`src/rtl/nibble_word_packer_if.sv`:
```
// Nibble-in / word-out handshake bundle for nibble_word_packer.
// master = upstream source + downstream sink side, slave = the packer.
interface nibble_word_packer_if;
  logic [3:0]  inNibble;
  logic        inValid;
  logic        outReady;
  logic        inClear;
  logic [15:0] outData;
  logic        outValid;
  logic        inReady;
  logic [1:0]  outSel;

  modport master (
    output inNibble, inValid, inClear, inReady,
    input  outReady, outData, outValid, outSel
  );

  modport slave (
    input  inNibble, inValid, inClear, inReady,
    output outReady, outData, outValid, outSel
  );
endinterface

```
`src/rtl/nibble_word_packer.sv`:
```
// Reassembles four bit-reversed 4-bit symbols into a 16-bit word (inverse of the
// 16->4 nibble selector), with a separate output register so intake keeps running.
module nibble_word_packer (
  input logic                 clk,
  input logic                 resetn,
  nibble_word_packer_if.slave bus
);
  localparam int unsigned NIB_W  = 4;
  localparam int unsigned WORD_W = 16;

  logic [1:0]        cnt;
  logic [WORD_W-1:0] asm_q;
  logic [WORD_W-1:0] data_q;
  logic              valid_q;
  logic [NIB_W-1:0]  nib_rev_c;
  logic [WORD_W-1:0] merged_c;
  logic              accept_c;
  logic              ready_c;

  // Slot 3 may only complete a word when the output register is free or draining.
  assign ready_c   = !((cnt == 2'd3) && valid_q && !bus.inReady);
  assign accept_c  = bus.inValid && ready_c;
  assign nib_rev_c = {bus.inNibble[0], bus.inNibble[1], bus.inNibble[2], bus.inNibble[3]};

  always_comb begin
    merged_c = asm_q;
    merged_c[{cnt, 2'b00} +: NIB_W] = nib_rev_c;
  end

  always_ff @(posedge clk or negedge resetn) begin
    if (!resetn) begin
      cnt     <= 2'd0;
      asm_q   <= '0;
      data_q  <= '0;
      valid_q <= 1'b0;
    end else begin
      if (valid_q && bus.inReady)
        valid_q <= 1'b0;
      if (bus.inClear) begin
        cnt   <= 2'd0;
        asm_q <= '0;
      end else if (accept_c) begin
        if (cnt == 2'd3) begin
          // A load in the same cycle as a drain keeps outValid high.
          data_q  <= merged_c;
          valid_q <= 1'b1;
          cnt     <= 2'd0;
          asm_q   <= '0;
        end else begin
          asm_q <= merged_c;
          cnt   <= cnt + 2'd1;
        end
      end
    end
  end

  assign bus.outReady = ready_c;
  assign bus.outData  = data_q;
  assign bus.outValid = valid_q;
  assign bus.outSel   = cnt;
endmodule

```
`src/flat_wrapper.sv`:
```
// flat-port wrapper written by rule: the top's interface ports become plain ports
module nibble_word_packer_flat 
  (clk, resetn, bus_inNibble, bus_inValid, bus_inClear, bus_inReady, bus_outReady, bus_outData, bus_outValid, bus_outSel);
  nibble_word_packer_if bus_i ();
  input logic clk;
  input logic resetn;
  input wire logic [$bits(bus_i.inNibble)-1:0] bus_inNibble;
  input wire logic [$bits(bus_i.inValid)-1:0] bus_inValid;
  input wire logic [$bits(bus_i.inClear)-1:0] bus_inClear;
  input wire logic [$bits(bus_i.inReady)-1:0] bus_inReady;
  output wire logic [$bits(bus_i.outReady)-1:0] bus_outReady;
  output wire logic [$bits(bus_i.outData)-1:0] bus_outData;
  output wire logic [$bits(bus_i.outValid)-1:0] bus_outValid;
  output wire logic [$bits(bus_i.outSel)-1:0] bus_outSel;
  assign bus_i.inNibble = bus_inNibble;
  assign bus_i.inValid = bus_inValid;
  assign bus_i.inClear = bus_inClear;
  assign bus_i.inReady = bus_inReady;
  assign bus_outReady = bus_i.outReady;
  assign bus_outData = bus_i.outData;
  assign bus_outValid = bus_i.outValid;
  assign bus_outSel = bus_i.outSel;
  nibble_word_packer u_core (.clk(clk), .resetn(resetn), .bus(bus_i));
endmodule
```
`config.mk`:
```
export PLATFORM = sky130hd
export DESIGN_NAME = nibble_word_packer_flat
export DESIGN_NICKNAME = d
export VERILOG_FILES = /design/src/rtl/nibble_word_packer_if.sv /design/src/rtl/nibble_word_packer.sv /design/src/flat_wrapper.sv
export SDC_FILE = /design/constraint.sdc
export NUM_CORES = 1
export LEC_CHECK = 0
export CAP_MARGIN = 15
export CORE_UTILIZATION = 40
export CTS_CLUSTER_SIZE = 28
export DETAILED_ROUTE_END_ITERATION = 8
export DONT_BUFFER_PORTS = 1
export HOLD_SLACK_MARGIN = 0.12
export PLACE_DENSITY_LB_ADDON = 0.2
export SLEW_MARGIN = 20
export SYNTH_ARGS = -nofsm -noshare
export SYNTH_HDL_FRONTEND = slang
export SYNTH_SLANG_ARGS = --single-unit
```
`constraint.sdc`:
```
create_clock -name clk -period 3.8 [get_ports clk]
set_clock_uncertainty 0.2 [all_clocks]
set_input_delay 0.76 -clock clk [delete_from_list [all_inputs] [get_ports clk]]
set_output_delay 0.76 -clock clk [all_outputs]
set_load 0.01 [all_outputs]
```
==> metrics, run 1 <==
most frequent cells in the layout 35 x dfrtp_1, 22 x a21oi_1, 15 x o21ai_0, 15 x a22o_1, 10 x o21ai_1; post-CTS setup buffers 0; Worst VDD drop between 0.00015 and 0.0002 V; Worst Setup Slack, final ~1.2 ns; power per cell area between 300 and 400 nW/um^2; Unique masters post-synth 35; drt via density 5.813; total power roughly 0.76 mW; Tightest Pin Transition between 0.4 and 0.5 ns; Starting Density 0.4324; top_reg_cell synth dfrtp_1; Clock power frac 0.355; CP max stage cell dfrtp_1; crit path launch u_core.bus.outSel[0]; vias in the first global route roughly 1200; Routed Antenna Nets 0; syn nets between 150 and 200; reg-to-reg startpoint u_core.bus.outSel[0]; core area just over 4000 sq um; Max clock buf depth 2; clock-pin transition on the worst setup and hold timing paths ~0.070 ns; Vias between 1000 and 1500; # hold bufs at CTS 2; worst rel slew slack 0.6795; critical path cell sequence ha_1, nand3b_4; Post-CTS Resized 0; synthesized area per cell 10.99 sq um; reg2reg path depth 4; outcome complete, no violations; crit start category register; post-synthesis register bit count 35; global-route wire length before repair roughly 6500 microns; Final setup viols 0; clk_lat worst skew between 0.2 and 0.3 ns; area leader, netlist dfrtp_1; xor and xnor area share after synthesis 0; fraction of registers with async set/reset 1.000; clk sinks 35; cell area after synthesis between 1500 and 2000 sq um; HP Class register to register; main combinational cell family by area after synthesis compound AO/OA/AOI/OAI gates; Tcrit/Tclk final 0.6746; RSZ-0062 raised after global routing false; drt pass-1 iters 4; Post-route DRC 0; DP Worst Slack 1.545 ns; Synth Warn # 0; Largest stage delay, worst path 0.59 ns; I/O Pins 29; Critical R2R Capture u_core.asm_q[7]; switching pwr between 0.15 and 0.2 mW; Seq/Total Area, Yosys 0.4888; GR Util All Layers 0.1948; gr ovfl total 0; # nets final between 150 and 200; H-tree depth 2; fmax just under 400 MHz; placer congestion estimate a little over 0.8; Post-synth EDFFs 0; DP Wirelength around 2900 microns; CP endpoint kind primary output; Max Cap Viol 0; top cells by area, synth dfrtp_1 49%, a22o_1 7.3%, a21oi_1 6.1%; Core Rows 23; Synth Area in Adders 0.04190; post-synthesis simple-gate area fraction 0.1578; post-synthesis compound-gate area fraction 0.2640; initial antenna violation count 0; sequential share of power 0.540; CP required 2.84 ns; Power Internal ~0.56 mW; Ant. Diodes 0; Reg2Reg Setup Slack roughly 1.6 ns; critical path type register to primary output; port bufs 0; mux cell area share after synthesis 0; Area Overhead vs Synth 6.773%; cells after synthesis 163; power share of the combinational group 0.106; share of cells above drive strength 1 0.1220; final hold viol count 0; CTS tree done; post-layout min period between 2 and 3 ns; clock buffer count from CTS 5; critical path arrival around 1.6 ns; WL final 3976 microns; largest net degree at the start of global routing 36; Die ar. around 4800 sq um; Synth top area share 0.4888; Leak 0.9030 nW; crit-path max FO 11; worst setup path end bus_outReady; Setup TNS Final 0 ns; WL per Instance between 15 and 20 microns; switch share 0.2587; initial drt markers 48; most common cell after layout, fill and taps aside dfrtp_1; die height between 60 and 70 microns; clock root cell clkbuf_8; Max Slew Vio Count 0; Die X 68.93 microns
-- power groups by stage --
stage	clock network (mW)	registers [mW]	logic, mW
2_1_floorplan	0	0.414	0.0597
3_3_place_gp	0	0.417	0.0684
3_5_place_dp	0	0.418	0.0704
4_1_cts	0.277	0.411	0.0811
5_1_grt	0.295	0.413	0.0909
6_report	0.270	0.411	0.0806
-- flip-flops by register name, indices dropped and copies added, names as in the netlist --
| register | cells |
|---|---|
| u_core.asm_q | 16 |
| u_core.bus.outData | 16 |
| u_core.bus.outSel | 2 |
| u_core.bus.outValid | 1 |
-- worst max-delay path, delay by kind of cell (launching register included) --
| kind | cells | cell delay, ns |
|---|---|---|
| adders and majority gates | 1 | 0.53 |
| and+or+nand+nor | 1 | 0.20 |
| DFF | 1 | 0.59 |
-- cells by family (layout without fill, tap and decap cells) --
logic type | Yosys count | after routing
DFF | 35 | 35
adders and majority gates | 6 | 6
and+or+nand+nor | 33 | 33
AOI/OAI and AO/OA | 75 | 75
buffers and inverters | 14 | 15
-- layer usage --
layer / GRT usage / share of wire / wire length (microns) / vias to the layer above
li1: - / - / - / 599
met1: 0.2582 / 0.49 / 1937 / 612
met2: 0.3034 / 0.46 / 1828 / 27
met3: 0.05263 / 0.038 / 151 / 6
met4: 0.06888 / 0.015 / 59 / 0
met5: 0 / 0 / 0 / -
-- metrics by stage --
stage / cells / utilization / hold WS (ns) / cell area, sq um
6_report: 214 / 0.4617 / 0.2977 / 1913
3_3_place_gp: 205 / 0.4333 / 0.2653 / 1795
3_5_place_dp: 205 / 0.4333 / 0.2653 / 1795
4_1_cts: 214 / 0.4617 / 0.2981 / 1913
5_1_grt: 214 / 0.4617 / 0.3124 / 1913
2_1_floorplan: 163 / - / 0.2582 / 1792
-- synthesized netlist by cell type (2+ instances only) --
library cell	n
o21ai_0	15
o21ai_1	10
ha_1	6
dfrtp_1	35
and2_1	5
buf_6	3
nor2b_1	9
nand3b_4	2
a22o_1	15
and2b_1	5
a21oi_1	22
clkbuf_1	2
buf_4	2
o21a_1	4
inv_1	5
buf_2	2
a32oi_1	3
-- worst min path at each step --
stage / from / to / slack (ns) / cells after the start
floorplan: resetn / u_core.asm_q[0] / 0.26 / 0
global placement: resetn / u_core.bus.outData[13] / 0.27 / 0
detailed placement: resetn / u_core.bus.outData[13] / 0.27 / 0
CTS: u_core.asm_q[3] / u_core.asm_q[3] / 0.30 / 1
global route: u_core.asm_q[14] / u_core.asm_q[14] / 0.31 / 1
finish: u_core.asm_q[5] / u_core.asm_q[5] / 0.30 / 1
-- final cells by class --
class | count | area (sq um)
well taps | 50 | 62.56
clock buffers | 6 | 82.58
multi-input cells | 114 | 830.8
repair buffers | 3 | 37.54
flip-flops and latches | 35 | 875.8
clock inverters | 1 | 5.005
fillers | 398 | 2231
inverters | 5 | 18.77
No activity file was read; power rests on OpenSTA's default activity.
==> run 2, diff against run 1 <==
==> constraint.sdc (replaced) <==
create_clock -name clk -period 2.2 [get_ports clk]
set_clock_uncertainty 0.2 [all_clocks]
set_input_delay 0.44 -clock clk [delete_from_list [all_inputs] [get_ports clk]]
set_output_delay 0.44 -clock clk [all_outputs]
set_load 0.01 [all_outputs]
==> run 2 against run 1 <==
  * Cell count grew 2.8%
  * Sequential power grew 72%
  * Routed wire length grew 5.0%
  * Design area grew 2.4%
  * Clock power grew 74%
  * Critical path depth is the same
  * Register-to-register slack lost 1.5 ns
  * Sequential share of layout area shrank 1.1 points
  * Die area is the same
  * Clock-buffer cell count is the same
  * Largest cell class unchanged
==> metrics, run 2 (same netlist as run 1, synthesis figures left out) <==
outcome complete, no violations; Hold Slack 0.1219 ns (-0.1758 ns); most common cell after layout, fill and taps aside dfrtp_1; share of cells above drive strength 1 0.1235 (+0.001578); largest net degree at the start of global routing 36 (unchanged); drt pass-1 iters 4 (unchanged); Tightest Pin Transition 0.4822 ns (+0.001394 ns); Die ar. 4751 sq um (unchanged); Routed Antenna Nets 0 (unchanged); crit-path max FO 9 (-2); CTS tree done; Max Cap Viol 0 (unchanged); final hold viol count 0 (unchanged); DP Worst Slack 0.2056 ns (-1.339 ns); Finished Layout Cells 220 (+2.8%); CP endpoint kind primary output; port bufs 0 (unchanged); CP delay by family, top adder cells; Post-route DRC 0 (unchanged); Leak 0.9190 nW (+1.8%); HP Class input port to register; DP Cell Count 206 (+0.49%); Final setup viols 0 (unchanged); Max Slew Vio Count 0 (unchanged); initial antenna violation count 0 (unchanged); I/O Pins 29 (unchanged); Worst VDD drop 0.0003339 V (+85%); power share of the combinational group 0.114 (+0.008); clock root cell clkbuf_8; critical path arrival 1.46 ns (-0.14 ns); switch share 0.2790 (+0.02023); clock-pin transition on the worst setup and hold timing paths 0.07 ns (about the same); CP required 1.56 ns (-1.28 ns); Filler Cell Count 406 (+2.0%); placer congestion estimate 0.8354 (+0.69%); worst path bufs/invs 0 (unchanged); global-route wire length before repair 6886 microns (+6.6%); Vias 1298 (+4.3%); Max clock buf depth 2 (unchanged); Setup TNS Final 0 ns (unchanged); Worst Setup Slack, final 0.1027 ns (-1.134 ns); power per cell area 678.5 nW/um^2 (+70%); Die X 68.93 microns (unchanged); Clock power frac 0.355 (about the same); die height 68.93 microns (unchanged); most frequent cells in the layout 35 x dfrtp_1, 22 x a21oi_1, 15 x o21ai_0, 15 x a22o_1, 10 x o21ai_1; sequential share of power 0.531 (-0.009); core area 4144 sq um (unchanged); post-layout min period 2.097 ns; Ant. Diodes 0 (unchanged); drt via density 5.900 (+1.5%); WL final 4176 microns (+5.0%); DP Wirelength 2932 microns (+1.9%); Reg2Reg Setup Slack 0.16 ns (-1.47 ns); Largest stage delay, worst path 0.50 ns (-0.09 ns); Tcrit/Tclk final 0.9533; initial drt markers 62 (+29%); WL per Instance 18.98 microns (+2.2%); clk_lat worst skew 0.30 ns (+0.02 ns); RSZ-0062 raised after global routing false; # nets final 184 (+2.8%); critical path type register to primary output; clock buffer count from CTS 5 (unchanged); clk sinks 35 (unchanged); Core Rows 23 (unchanged); post-CTS setup buffers 0 (unchanged); switching pwr 0.3706 mW (+88%); fmax around 480 MHz; CP max stage cell ha_1; H-tree depth 2 (unchanged); Area Overhead vs Synth 9.288%; critical path cell sequence ha_1, nand3b_4; crit start category register; vias in the first global route 1361 (+9.3%); gr ovfl total 0 (unchanged); GR Util All Layers 0.2081 (+0.01328); worst rel slew slack 0.6785 (-0.0009300); Power Internal 0.9579 mW (+70%); Starting Density 0.4324 (unchanged)
## run 2: cell types whose count changed in the layout (fill, tap and decap cells not counted), sizes merged
cell         before  now
buf               2    3
clkinvlp          0    1
dlygate4sd3       1    5
## run 2: worst paths after layout
kind                                      start                     end  cells after the start
hold reg to reg                 u_core.asm_q[3]         u_core.asm_q[3]                      1
min in group asynchronous                resetn  u_core.bus.outData[14]                      2
setup / recovery           u_core.bus.outSel[1]            bus_outReady                      2
setup reg to reg           u_core.bus.outSel[1]         u_core.asm_q[1]                      4
max in group asynchronous                resetn    u_core.bus.outSel[1]                      2
hold / removal                      bus_inValid    u_core.bus.outSel[1]                      2
## run 2: per-layer routing
| layer | track usage | up-vias | routed length (microns) | share of wire |
|---|---|---|---|---|
| li1 | - | 611 | - | - |
| met1 | 0.2691 | 650 | 1948 | 0.47 |
| met2 | 0.3252 | 32 | 1972 | 0.47 |
| met3 | 0.04605 | 5 | 195 | 0.047 |
| met4 | 0.1046 | 0 | 59 | 0.014 |
| met5 | 0 | - | 0 | 0 |
## run 2: timing repair
item                                    in CTS  in global routing
endpoints found under the hold margin       40                  0
endpoints found under the setup margin       0                  0
gates resized for setup                      0                  0
hold buffers                                 6                  0
## run 2: power by group through the flow
| stage | Clock, mW | Sequential [mW] | Combinational, mW |
|---|---|---|---|
| CTS | 0.483 | 0.707 | 0.153 |
| global placement | 0 | 0.718 | 0.124 |
| detailed placement | 0 | 0.720 | 0.127 |
| global route | 0.509 | 0.709 | 0.172 |
| finish | 0.471 | 0.706 | 0.152 |
| floorplan | 0 | 0.715 | 0.103 |
## run 2: worst reg2reg max path: stages, from the launching register on
cell and delay (ns):
dfrtp_1 0.46, ha_1 0.50, nand3b_4 0.20, a21oi_1 0.39
a22o_1 0.21
## run 2: layout make-up
class	instances	area (sq um)	area share
Inverter	5	18.77	0.009585
Tap cell	50	62.56	0.03195
Sequential cell	35	875.8	0.4473
Clock inverter	2	12.51	0.006390
Clock buffer	6	72.57	0.03706
Multi-Input combinational cell	114	830.8	0.4243
Timing Repair Buffer	8	85.08	0.04345
## run 2: stage by stage
| step | util | area [sq um] | total power, mW |
|---|---|---|---|
| final | 0.4725 | 1958 | 1.329 |
| after global routing | 0.4725 | 1958 | 1.390 |
| after CTS | 0.4725 | 1958 | 1.343 |
| after detailed placement | 0.4351 | 1803 | 0.8471 |
| after global placement | 0.4351 | 1803 | 0.8421 |
| after floorplan | - | 1792 | 0.8185 |
